[config.mk]
export PLATFORM = sky130hd
export DESIGN_NAME = uart_rx_ctrl
export DESIGN_NICKNAME = d
export VERILOG_FILES = /design/src/rtl/uart_rx_pkg.sv /design/src/rtl/start_bit_det.sv /design/src/rtl/uart_rx_ctrl.sv
export SDC_FILE = /design/constraint.sdc
export NUM_CORES = 1
export LEC_CHECK = 0
export ABC_AREA = 0
export BUFFER_PORTS_ARGS = -buffer_cell sky130_fd_sc_hd__buf_2
export CAP_MARGIN = 30
export CORE_MARGIN = 2
export CORE_UTILIZATION = 45
export CTS_CLUSTER_SIZE = 12
export DETAILED_ROUTE_END_ITERATION = 8
export GPL_TIMING_DRIVEN = 1
export PLACE_DENSITY = 0.69
export SKIP_CTS_REPAIR_TIMING = 1
export SLEW_MARGIN = 20
export SYNTH_ARGS = -nofsm -noshare
export SYNTH_HDL_FRONTEND = slang
export SYNTH_SLANG_ARGS = --single-unit
[constraint.sdc]
create_clock -name clk -period 1.3 [get_ports clk]
set_input_delay 0.26 -clock clk [delete_from_list [all_inputs] [get_ports clk]]
set_output_delay 0.26 -clock clk [all_outputs]
set_load 0.02 [all_outputs]
[src/rtl/uart_rx_pkg.sv]
// uart_rx_pkg: shared types and constants for the UART receive controller
package uart_rx_pkg;
  typedef enum logic [2:0] {IDLE, CLR, RECV, CHECK, LOAD} rx_state_t;
  localparam int UART_DATA_BITS = 8;
endpackage

[src/rtl/start_bit_det.sv]
// start_bit_det: two-flop synchronizer on the RX line with falling-edge start detect
module start_bit_det (
  input  logic clk,
  input  logic rst,
  input  logic serial_in,
  output logic sync_out,
  output logic start_edge
);
  logic sync1, sync2, prev;
  always_ff @(posedge clk)
    if (rst) begin
      sync1 <= 1'b1;
      sync2 <= 1'b1;
      prev  <= 1'b1;
    end else begin
      sync1 <= serial_in;
      sync2 <= sync1;
      prev  <= sync2;
    end
  assign sync_out   = sync2;
  assign start_edge = prev & ~sync2;
endmodule

[src/rtl/uart_rx_ctrl.sv]
// uart_rx_ctrl: UART receive control FSM, shift register, output buffer and status flags
module uart_rx_ctrl
  import uart_rx_pkg::*;
#(
  parameter int DATA_BITS = UART_DATA_BITS
) (
  input  logic                 clk,
  input  logic                 rst,
  input  logic                 serial_in,
  input  logic                 shift_strobe,
  input  logic                 packet_done,
  input  logic                 data_read,
  output logic                 enable_timer,
  output logic [DATA_BITS-1:0] rx_data,
  output logic                 data_ready,
  output logic                 overrun_error,
  output logic                 framing_error
);
  rx_state_t state, next_state;
  logic sync, start_edge, fe_pend;
  logic [DATA_BITS:0] sr;
  start_bit_det u_det (
    .clk        (clk),
    .rst        (rst),
    .serial_in  (serial_in),
    .sync_out   (sync),
    .start_edge (start_edge)
  );
  always_ff @(posedge clk)
    state <= rst ? IDLE : next_state;
  always_comb begin
    next_state = state;
    case (state)
      IDLE:    next_state = start_edge ? CLR : IDLE;
      CLR:     next_state = RECV;
      RECV:    next_state = packet_done ? CHECK : RECV;
      CHECK:   next_state = sr[DATA_BITS] ? LOAD : IDLE;
      default: next_state = IDLE;
    endcase
  end
  always_ff @(posedge clk)
    if (rst) begin
      enable_timer  <= 1'b0;
      sr            <= '1;
      rx_data       <= '1;
      data_ready    <= 1'b0;
      overrun_error <= 1'b0;
      framing_error <= 1'b0;
      fe_pend       <= 1'b0;
    end else begin
      enable_timer <= next_state == RECV;
      fe_pend      <= state == CHECK && !sr[DATA_BITS];
      if (state == CLR) sr <= '1;
      else if (state == RECV && shift_strobe) sr <= {sync, sr[DATA_BITS:1]};
      if (state == CLR) framing_error <= 1'b0;
      else if (fe_pend) framing_error <= 1'b1;
      if (state == LOAD) begin
        rx_data       <= sr[DATA_BITS-1:0];
        data_ready    <= 1'b1;
        overrun_error <= data_ready & ~data_read;
      end else if (data_read) begin
        data_ready    <= 1'b0;
        overrun_error <= 1'b0;
      end
    end
endmodule

==> run_results.csv, run 1 <==
group,metric,value,unit
outcome,status,"complete, no violations",
timing,grt_setup_unrepaired,"no",
critical_path,cp_slowest_cell,"dfxtp_1",
critical_path,worst_setup_path_end_kind,"flip-flop",
final_layout,drive_gt1_share,28.9,%
timing,whs,114,ps
placed_design,placement.io_buffers,17,
final_layout,antenna_cells,0,
drt,ant_nets,0,
power,power_density,1160,nW/um^2
timing,hold_viol_final,0,
critical_path,cpLargestDelayFamily,"flip-flops",
synth,async_flop_share,0,%
timing,drv_slew,0,
synth,syn_nets,107,
timing,setup_slack,63.5,ps
floorplan,start_util,46.3,%
clock_tree,clock_latency,310,ps
synth,ys_types,26,
synth,synth_compound_gate_area_share,11.3,%
final_layout,multi_input_area,398,sq um
synth,synth_flop_cell,"dfxtp_1",
synth,yosys-mux-area-fraction,0.998,%
synth,synthCells,101,
drt,postRouteWirelength,1.68,mm
power,combinationalPowerShare,5.8,%
placed_design,hpwl,1.22,mm
power,p_int,1.08,mW
final_layout,regArea,562,sq um
global_routing,grt_start_max_net_pins,19,
synth,syn_area,1000,sq um
final_layout,area_delta_synth_final,17.7,%
floorplan,rows,17,
power,switching_share,21.0,%
clock_tree,clk_pin_slew,140,ps
floorplan,ios,18,
synth,synth_edf_count,0,
drt,wl_per_cell,11.3,microns
synth,avgSynthCellArea,9.94,sq um
synth,yosysTopAreaCellShare,55.9,%
global_routing,grt.overflow.total,0,
critical_path,required,1520,ps
placed_design,place_congestion,0.667,
synth,ys_seq_elements,28,
final_layout,fillers,215,
synth,synth_common_cells,"dfxtp_1 (28), nand2_1 (16), a211o_1 (8), nand3_1 (8), nor2b_1 (8)",
timing,skew,1.13,ps
floorplan,dieArea,2620,sq um
clock_tree,clock_path_buffers,2,
drt,drc,0,
clock_tree,cts_buffers,3,
run,maxCapViolCount,0,
global_routing,grt_pass1_wl,2.77,mm
worst_hold_path,min_path_type,"input port to flip-flop",
drt,drt-pass1-iter-count,4,
final_layout,nets,128,
timing,setup_viol,0,
synth,ys_top_cells_by_area,"dfxtp_1 (56%), a211o_1 (7.0%), nand2_1 (6.0%)",
final_layout,finalCoreUtilization,54.4,%
drt,drt_first_iter_violations,14,
power,leakagePower,0.485,nW
critical_path,arrival,1450,ps
floorplan,die-height,51.2,microns
clock_tree,htree_levels,1,
synth,ys_seq_area_share,55.9,%
power,power.total,1.37,mW
synth,synth_fa_ha_area_share,0,%
placed_design,place_ws,56.4,ps
synth,synth_xor_area_share,0.873,%
global_routing,grtUsageTotal,14.6,%
synth,ys_warn_count,0,
critical_path,critPathBufInv,1,
critical_path,start_kind,"flip-flop",
clock_tree,cts-root-buf,"clkbuf_4",
synth,synth_simple_gate_area_share,26.4,%
power,p_clk_share,29.2,%
critical_path,cp_max_fo,18,
floorplan,core,2170,sq um
critical_path,slowest_delay,410,ps
floorplan,fp.dieW,51.2,microns
timing,fin_setup_tns,0,ps
critical_path,critPathKind,"flip-flop to flip-flop",
timing,max_freq,0.809,GHz
timing,maxSlewHeadroom,80.1,%
synth,synth_top_family_by_area,"simple AND/OR/NAND/NOR gates",
global_routing,grt_pass1_vias,654,
power,p_seq_share,65.0,%
synth,synth_top_area_cell,"dfxtp_1",
timing,period_share,95.1,%
synth,yosysMostFrequentCell,"dfxtp_1",
power,p_sw,0.289,mW
timing,finalCriticalPeriod,1240,ps
clock_tree,clock_sinks,28,
drt,vias,739,
power,ir_drop,0.797,mV
critical_path,path_cells,"nor3b_4 > buf_12 > nor2b_1 > a211o_1",
drt,viasPerCell,4.96,
global_routing,antenna_found_initial,0,
clock_tree,tritoncts,"done",
timing,worstMarginPinSlew,298,ps
-- metal layers --
layer	vias up	GRT usage, %	routed length, microns
met5	-	0	0
met2	13	23.4	765
met1	343	18.1	832
li1	381	-	-
met3	2	2.63	65
met4	0	9.21	14
-- worst register-to-register path: stages, from the launching register on --
cell	delay, ps
dfxtp_1	410
nor3b_4	240
buf_12	170
nor2b_1	50
a211o_1	270
-- final timing paths --
kind	from	slack, ps	cells after the start	end
min	data_read	110	2	overrun_error
min reg2reg	sr[8]	420	1	fe_pend
max	state[1]	60	4	rx_data[6]
max reg2reg	state[1]	60	4	rx_data[6]
-- logic make-up after synthesis --
kind of cell	Yosys count
AOI/OAI and AO/OA	14
muxes	1
buffers and inverters	9
and+or+nand+nor	48
xor gates and xnor gates	1
DFF	28
-- layout make-up --
cell class,count,area share (%)
flip-flops and latches,28,47.6
multi-input cells,64,33.7
repair buffers,23,12.1
clock buffers,4,3.07
well taps,28,2.97
inverters,2,0.636
-- metrics by stage --
| stage | instance area [sq um] | std cells |
|---|---|---|
| 2_1_floorplan | 1010 | 101 |
| 3_3_place_gp | 1140 | 145 |
| 3_5_place_dp | 1140 | 145 |
| 4_1_cts | 1180 | 149 |
| 5_1_grt | 1180 | 149 |
| 6_report | 1180 | 149 |
-- layout by cell type (no fill, tap or decap) --
master	count
mux2i_1	1
nor4_1	1
a21oi_1	1
o211ai_1	2
nor3_1	1
a22oi_1	1
nand3_1	8
o21a_1	1
o31a_1	1
dfxtp_2	1
nor2_1	5
nor3_2	1
buf_2	17
nand4bb_1	1
inv_1	2
clkbuf_4	3
nor2b_1	8
clkbuf_8	1
and4bb_2	1
or2_2	3
a211o_1	8
nor2_2	1
buf_12	1
nor3b_4	1
buf_4	5
nand2_1	16
xnor2_1	1
nor3b_1	1
dfxtp_1	27
-- state kept, by name, summed over array words and instances (netlist names) --
| signal | count |
|---|---|
| fe_pend | 1 |
| sr | 9 |
| framing_error | 1 |
| rx_data | 8 |
| u_det.prev | 1 |
| u_det.sync1 | 1 |
| state | 3 |
| u_det.sync_out | 1 |
| overrun_error | 1 |
| enable_timer | 1 |
| data_ready | 1 |
-- power groups by stage --
stage / registers (mW) / clock network, mW / logic, mW
finish: 0.892 / 0.401 / 0.0801
global route: 0.896 / 0.453 / 0.0912
CTS: 0.892 / 0.421 / 0.0812
detailed placement: 0.911 / 0 / 0.0808
global placement: 0.910 / 0 / 0.0791
floorplan: 0.907 / 0 / 0.0585
Power figures use the tool's default switching activity.
==> inputs of run 2 (changes only) <==
--- a/config.mk
+++ b/config.mk
@@ -9,11 +9,11 @@
 export BUFFER_PORTS_ARGS = -buffer_cell sky130_fd_sc_hd__buf_2
 export CAP_MARGIN = 30
 export CORE_MARGIN = 2
-export CORE_UTILIZATION = 45
+export CORE_UTILIZATION = 47
 export CTS_CLUSTER_SIZE = 12
 export DETAILED_ROUTE_END_ITERATION = 8
 export GPL_TIMING_DRIVEN = 1
-export PLACE_DENSITY = 0.69
+export PLACE_DENSITY = 0.72
 export SKIP_CTS_REPAIR_TIMING = 1
 export SLEW_MARGIN = 20
 export SYNTH_ARGS = -nofsm -noshare
==> run 2 against run 1 <==
Combinational power shrank 4.6%. First-iteration DRC count shrank 7.1%. Clock-buffer cell count fell by 1. Largest cell class unchanged.
==> run_results.csv, run 2 (synthesized netlist as in run 1, its figures left out) <==
group,metric,value,unit
clock_tree,clock_sinks,28,
clock_tree,clock_path_buffers,2,
drt,wl_per_cell,11.0,microns
final_layout,layout_common_cells,"dfxtp_1 (27), buf_2 (17), nand2_1 (16)",
global_routing,grtUsageTotal,14.8,%
drt,ant_nets,0,
timing,finalCriticalPeriod,1210,ps
timing,setup_slack,92.4,ps
clock_tree,tritoncts,"done",
critical_path,critPathKind,"flip-flop to flip-flop",
critical_path,cp_slowest_cell,"dfxtp_1",
final_layout,layout_commonest_cell,"dfxtp_1",
critical_path,path_cells,"nor3b_4 > buf_12 > nor2b_1 > a211o_1",
placed_design,dpl_cell_area,1130,sq um
final_layout,drive_gt1_share,28.0,%
timing,setup_viol,0,
power,ir_drop,0.715,mV
global_routing,grt_start_max_net_pins,19,
global_routing,grt.overflow.total,0,
drt,vias,725,
timing,max_freq,0.828,GHz
drt,drc,0,
global_routing,grt_pass1_vias,656,
floorplan,ios,18,
placed_design,placement.io_buffers,17,
critical_path,start_kind,"flip-flop",
floorplan,rows,16,
floorplan,core,1980,sq um
drt,postRouteWirelength,1.60,mm
clock_tree,clock_latency,310,ps
run,maxCapViolCount,0,
critical_path,cp_max_fo,18,
global_routing,antenna_found_initial,0,
global_routing,grt_pass1_wl,2.87,mm
clock_tree,htree_levels,1,
timing,drv_slew,0,
final_layout,largest_reg_flops,9,
clock_tree,cts_buffers,3,
critical_path,required,1510,ps
final_layout,nets,126,
critical_path,arrival,1420,ps
worst_hold_path,min_path_type,"input port to flip-flop",
floorplan,die-height,50.2,microns
final_layout,reg_top3,"sr (9), rx_data (8), state (3)",
final_layout,regMostFlops,"sr",
placed_design,place_congestion,0.763,
timing,maxSlewHeadroom,78.3,%
timing,period_share,92.9,%
power,power_density,1130,nW/um^2
final_layout,area_delta_synth_final,15.2,%
placed_design,place_ws,34.1,ps
clock_tree,cts-root-buf,"clkbuf_4",
drt,viasPerCell,5.00,
final_layout,postLayoutCellArea,1160,sq um
timing,hold_viol_final,0,
floorplan,dieArea,2520,sq um
clock_tree,clk_pin_slew,130,ps
floorplan,start_util,50.6,%
floorplan,fp.dieW,50.2,microns
critical_path,worst_setup_path_end_kind,"flip-flop",
placed_design,hpwl,1.18,mm
timing,worstMarginPinSlew,326,ps
timing,grt_setup_unrepaired,"no",
drt,drt-pass1-iter-count,4,
final_layout,antenna_cells,0,
critical_path,slowest_delay,390,ps
power,leakagePower,0.469,nW
outcome,status,"complete, no violations",
timing,skew,7.71,ps
drt,drt_first_iter_violations,13,
[run 2: cell types whose count changed in the layout (fill, tap and decap cells not counted), sizes merged]
cell    delta
buf        -2
clkbuf     -1
[run 2: cell type report]
type	count	area (sq um)
timing repair buffer	21	128
fill	188	826
multi-input combinational	64	403
inverter	2	7.51
tap	27	33.8
clock buffer	3	22.5
sequential	28	562
[run 2: metrics by stage]
stage               setup TNS, ps  total power [mW]  utilization (%)  hold WS (ps)  cells
floorplan                       0             0.965                -           330    101
global placement                0             0.984             56.9           398    142
detailed placement              0             0.989             56.9           401    142
CTS                         -3.25              1.31             58.0           104    145
global route                    0              1.36             58.3           101    145
finish                          0              1.30             58.3           110    145
[run 2: where the power goes]
group          internal, mW  total (mW)  switching [mW]
Clock                 0.108       0.331           0.223
Sequential            0.877       0.894          0.0163
Combinational        0.0340      0.0764          0.0424
[run 2: final timing paths]
path,start,to,slack (ps),depth (start not counted)
setup / recovery,state[0],rx_data[5],90,4
hold / removal,data_read,overrun_error,110,2
setup reg to reg,state[0],rx_data[5],90,4
hold reg to reg,u_det.sync1,u_det.sync_out,430,1
[run 2: routing by layer]
metal  global-route usage, %  up-vias  wire [microns]
li1                        -      380               -
met1                    20.7      330             786
met2                    21.7       13             726
met3                    2.98        2              71
met4                    6.94        0              13
met5                       0        -               0
[run 2: critical path: cells and delay by family, from the launching register on]
| family | cells | cell delay, ps |
|---|---|---|
| AND/OR/NAND/NOR | 2 | 290 |
| buffers and inverters | 1 | 170 |
| flip-flops | 1 | 390 |
| AO/OA/AOI/OAI | 1 | 260 |
==> inputs of run 3 (changes only) <==
--- a/config.mk
+++ b/config.mk
@@ -10,6 +10,7 @@
 export CAP_MARGIN = 30
 export CORE_MARGIN = 2
 export CORE_UTILIZATION = 47
+export CTS_BUF_LIST = sky130_fd_sc_hd__clkbuf_16
 export CTS_CLUSTER_SIZE = 12
 export DETAILED_ROUTE_END_ITERATION = 8
 export GPL_TIMING_DRIVEN = 1
==> run 3 against run 2 <==
Power up 25%. Final area up 4.5%. Sequential power about the same. Utilization up 2.7 points. Hold slack better by 75 ps. Non-clock buffer count unchanged. Fmax up 0.89%. Global-route usage up 0.77 points. Die area unchanged. Largest cell class unchanged. Largest power group unchanged.
==> run_results.csv, run 3 (synthesized netlist as in run 1, its figures left out) <==
group,metric,value,unit
global_routing,grt_start_max_net_pins,19,
global_routing,grtUsageTotal,15.6,%
timing,finalCriticalPeriod,1200,ps
power,ir_drop,0.757,mV
critical_path,cp_max_fo,18,
final_layout,regArea,562,sq um
floorplan,fp.dieW,50.2,microns
global_routing,grt_pass1_wl,3.02,mm
placed_design,dpl.cell_count,142,
floorplan,rows,16,
timing,grt_setup_unrepaired,"no",
drt,drt-pass1-iter-count,4,
timing,drv_slew,0,
worst_hold_path,min_path_type,"input port to flip-flop",
clock_tree,clock_path_buffers,2,
critical_path,rr_worst_depth,4,
drt,ant_nets,0,
timing,max_freq,0.835,GHz
global_routing,grt.overflow.total,0,
power,power_density,1350,nW/um^2
final_layout,postLayoutCellArea,1210,sq um
clock_tree,clk_pin_slew,60,ps
final_layout,drive_gt1_share,28.0,%
final_layout,fillers,173,
clock_tree,tritoncts,"done",
clock_tree,clock_sinks,28,
floorplan,dieArea,2520,sq um
final_layout,layout_common_cells,"dfxtp_1 (27), buf_2 (17), nand2_1 (16)",
clock_tree,cts_buffers,3,
timing,hold_viol_final,0,
global_routing,antenna_found_initial,0,
critical_path,r2r_end,"rx_data[5]",
final_layout,largest_reg_flops,9,
timing,period_share,92.1,%
drt,vias,731,
final_layout,antenna_cells,0,
timing,worstMarginPinSlew,320,ps
worst_hold_path,min_to,"u_det.sync1",
drt,drc,0,
clock_tree,cts-root-buf,"clkbuf_16",
final_layout,multi_input_area,403,sq um
floorplan,start_util,50.6,%
critical_path,arrival,1340,ps
clock_tree,clock_latency,250,ps
final_layout,stdcell_count,145,
placed_design,dpl_cell_area,1130,sq um
final_layout,regMostFlops,"sr",
placed_design,place_congestion,0.763,
drt,postRouteWirelength,1.69,mm
critical_path,worst_setup_path_end_kind,"flip-flop",
critical_path,required,1440,ps
critical_path,critical_path.reg2reg.startpoint,"state[0]",
placed_design,placement.io_buffers,17,
timing,setup_viol,0,
timing,maxSlewHeadroom,78.7,%
clock_tree,htree_levels,1,
final_layout,layout_commonest_cell,"dfxtp_1",
placed_design,hpwl,1.18,mm
floorplan,die-height,50.2,microns
final_layout,reg_top3,"sr (9), rx_data (8), state (3)",
drt,drt_first_iter_violations,18,
timing,skew,3.40,ps
critical_path,critPathKind,"flip-flop to flip-flop",
worst_hold_path,min_path_cells,2,
outcome,status,"complete, no violations",
floorplan,core,1980,sq um
critical_path,start_kind,"flip-flop",
drt,wl_per_cell,11.6,microns
power,leakagePower,0.492,nW
floorplan,ios,18,
worst_hold_path,min_from,"serial_in",
global_routing,grt_pass1_vias,686,
final_layout,area_delta_synth_final,20.4,%
drt,viasPerCell,5.04,
run,maxCapViolCount,0,
critical_path,r2r_setup_slack,100,ps
final_layout,nets,126,
run 3: cell counts in the layout (fill, tap and decap cells not counted):
Identical to the previous run, type by type.
run 3: how the worst max path moves through the flow:
stage / start / to
after floorplan: state[1] / overrun_error
after detailed placement: state[1] / sr[7]
after global routing: state[0] / rx_data[5]
after CTS: state[1] / sr[1]
after global placement: state[1] / sr[7]
final: state[0] / rx_data[5]
run 3: critical path, stage by stage (launching register included):
cell and delay (ps):
dfxtp_1 360, nor3b_4 240, buf_12 170, nor2b_1 50, a211o_1 260
run 3: metal layers:
layer | track usage (%) | vias to the layer above | share of wire (%)
met5 | 0 | - | 0
met2 | 23.7 | 18 | 46
met4 | 5.56 | 0 | 0.65
met1 | 21.3 | 335 | 48
li1 | - | 376 | -
met3 | 3.87 | 2 | 5.4
run 3: area by class of cell:
class / count / share of cell area, %
clock buffer: 3 / 6.21
sequential: 28 / 46.5
timing repair buffer: 21 / 10.6
inverter: 2 / 0.621
multi-input combinational: 64 / 33.3
tap: 27 / 2.80
run 3: report_power, final:
group	switching, mW	internal [mW]	leakage (nW)
Clock	0.248	0.406	0.0370
Sequential	0.0168	0.877	0.228
Combinational	0.0437	0.0340	0.227
Total	0.309	1.32	0.492
run 3: per-stage QoR:
step	setup WS [ps]	TNS [ps]	util [%]	hold slack, ps	total power [mW]
finish	103	0	61.0	186	1.63
global route	24.0	0	61.0	184	1.70
CTS	-18.1	-35.2	60.7	183	1.64
detailed placement	34.1	0	56.9	401	0.989
global placement	80.3	0	56.9	398	0.984
floorplan	3.68	0	-	330	0.965
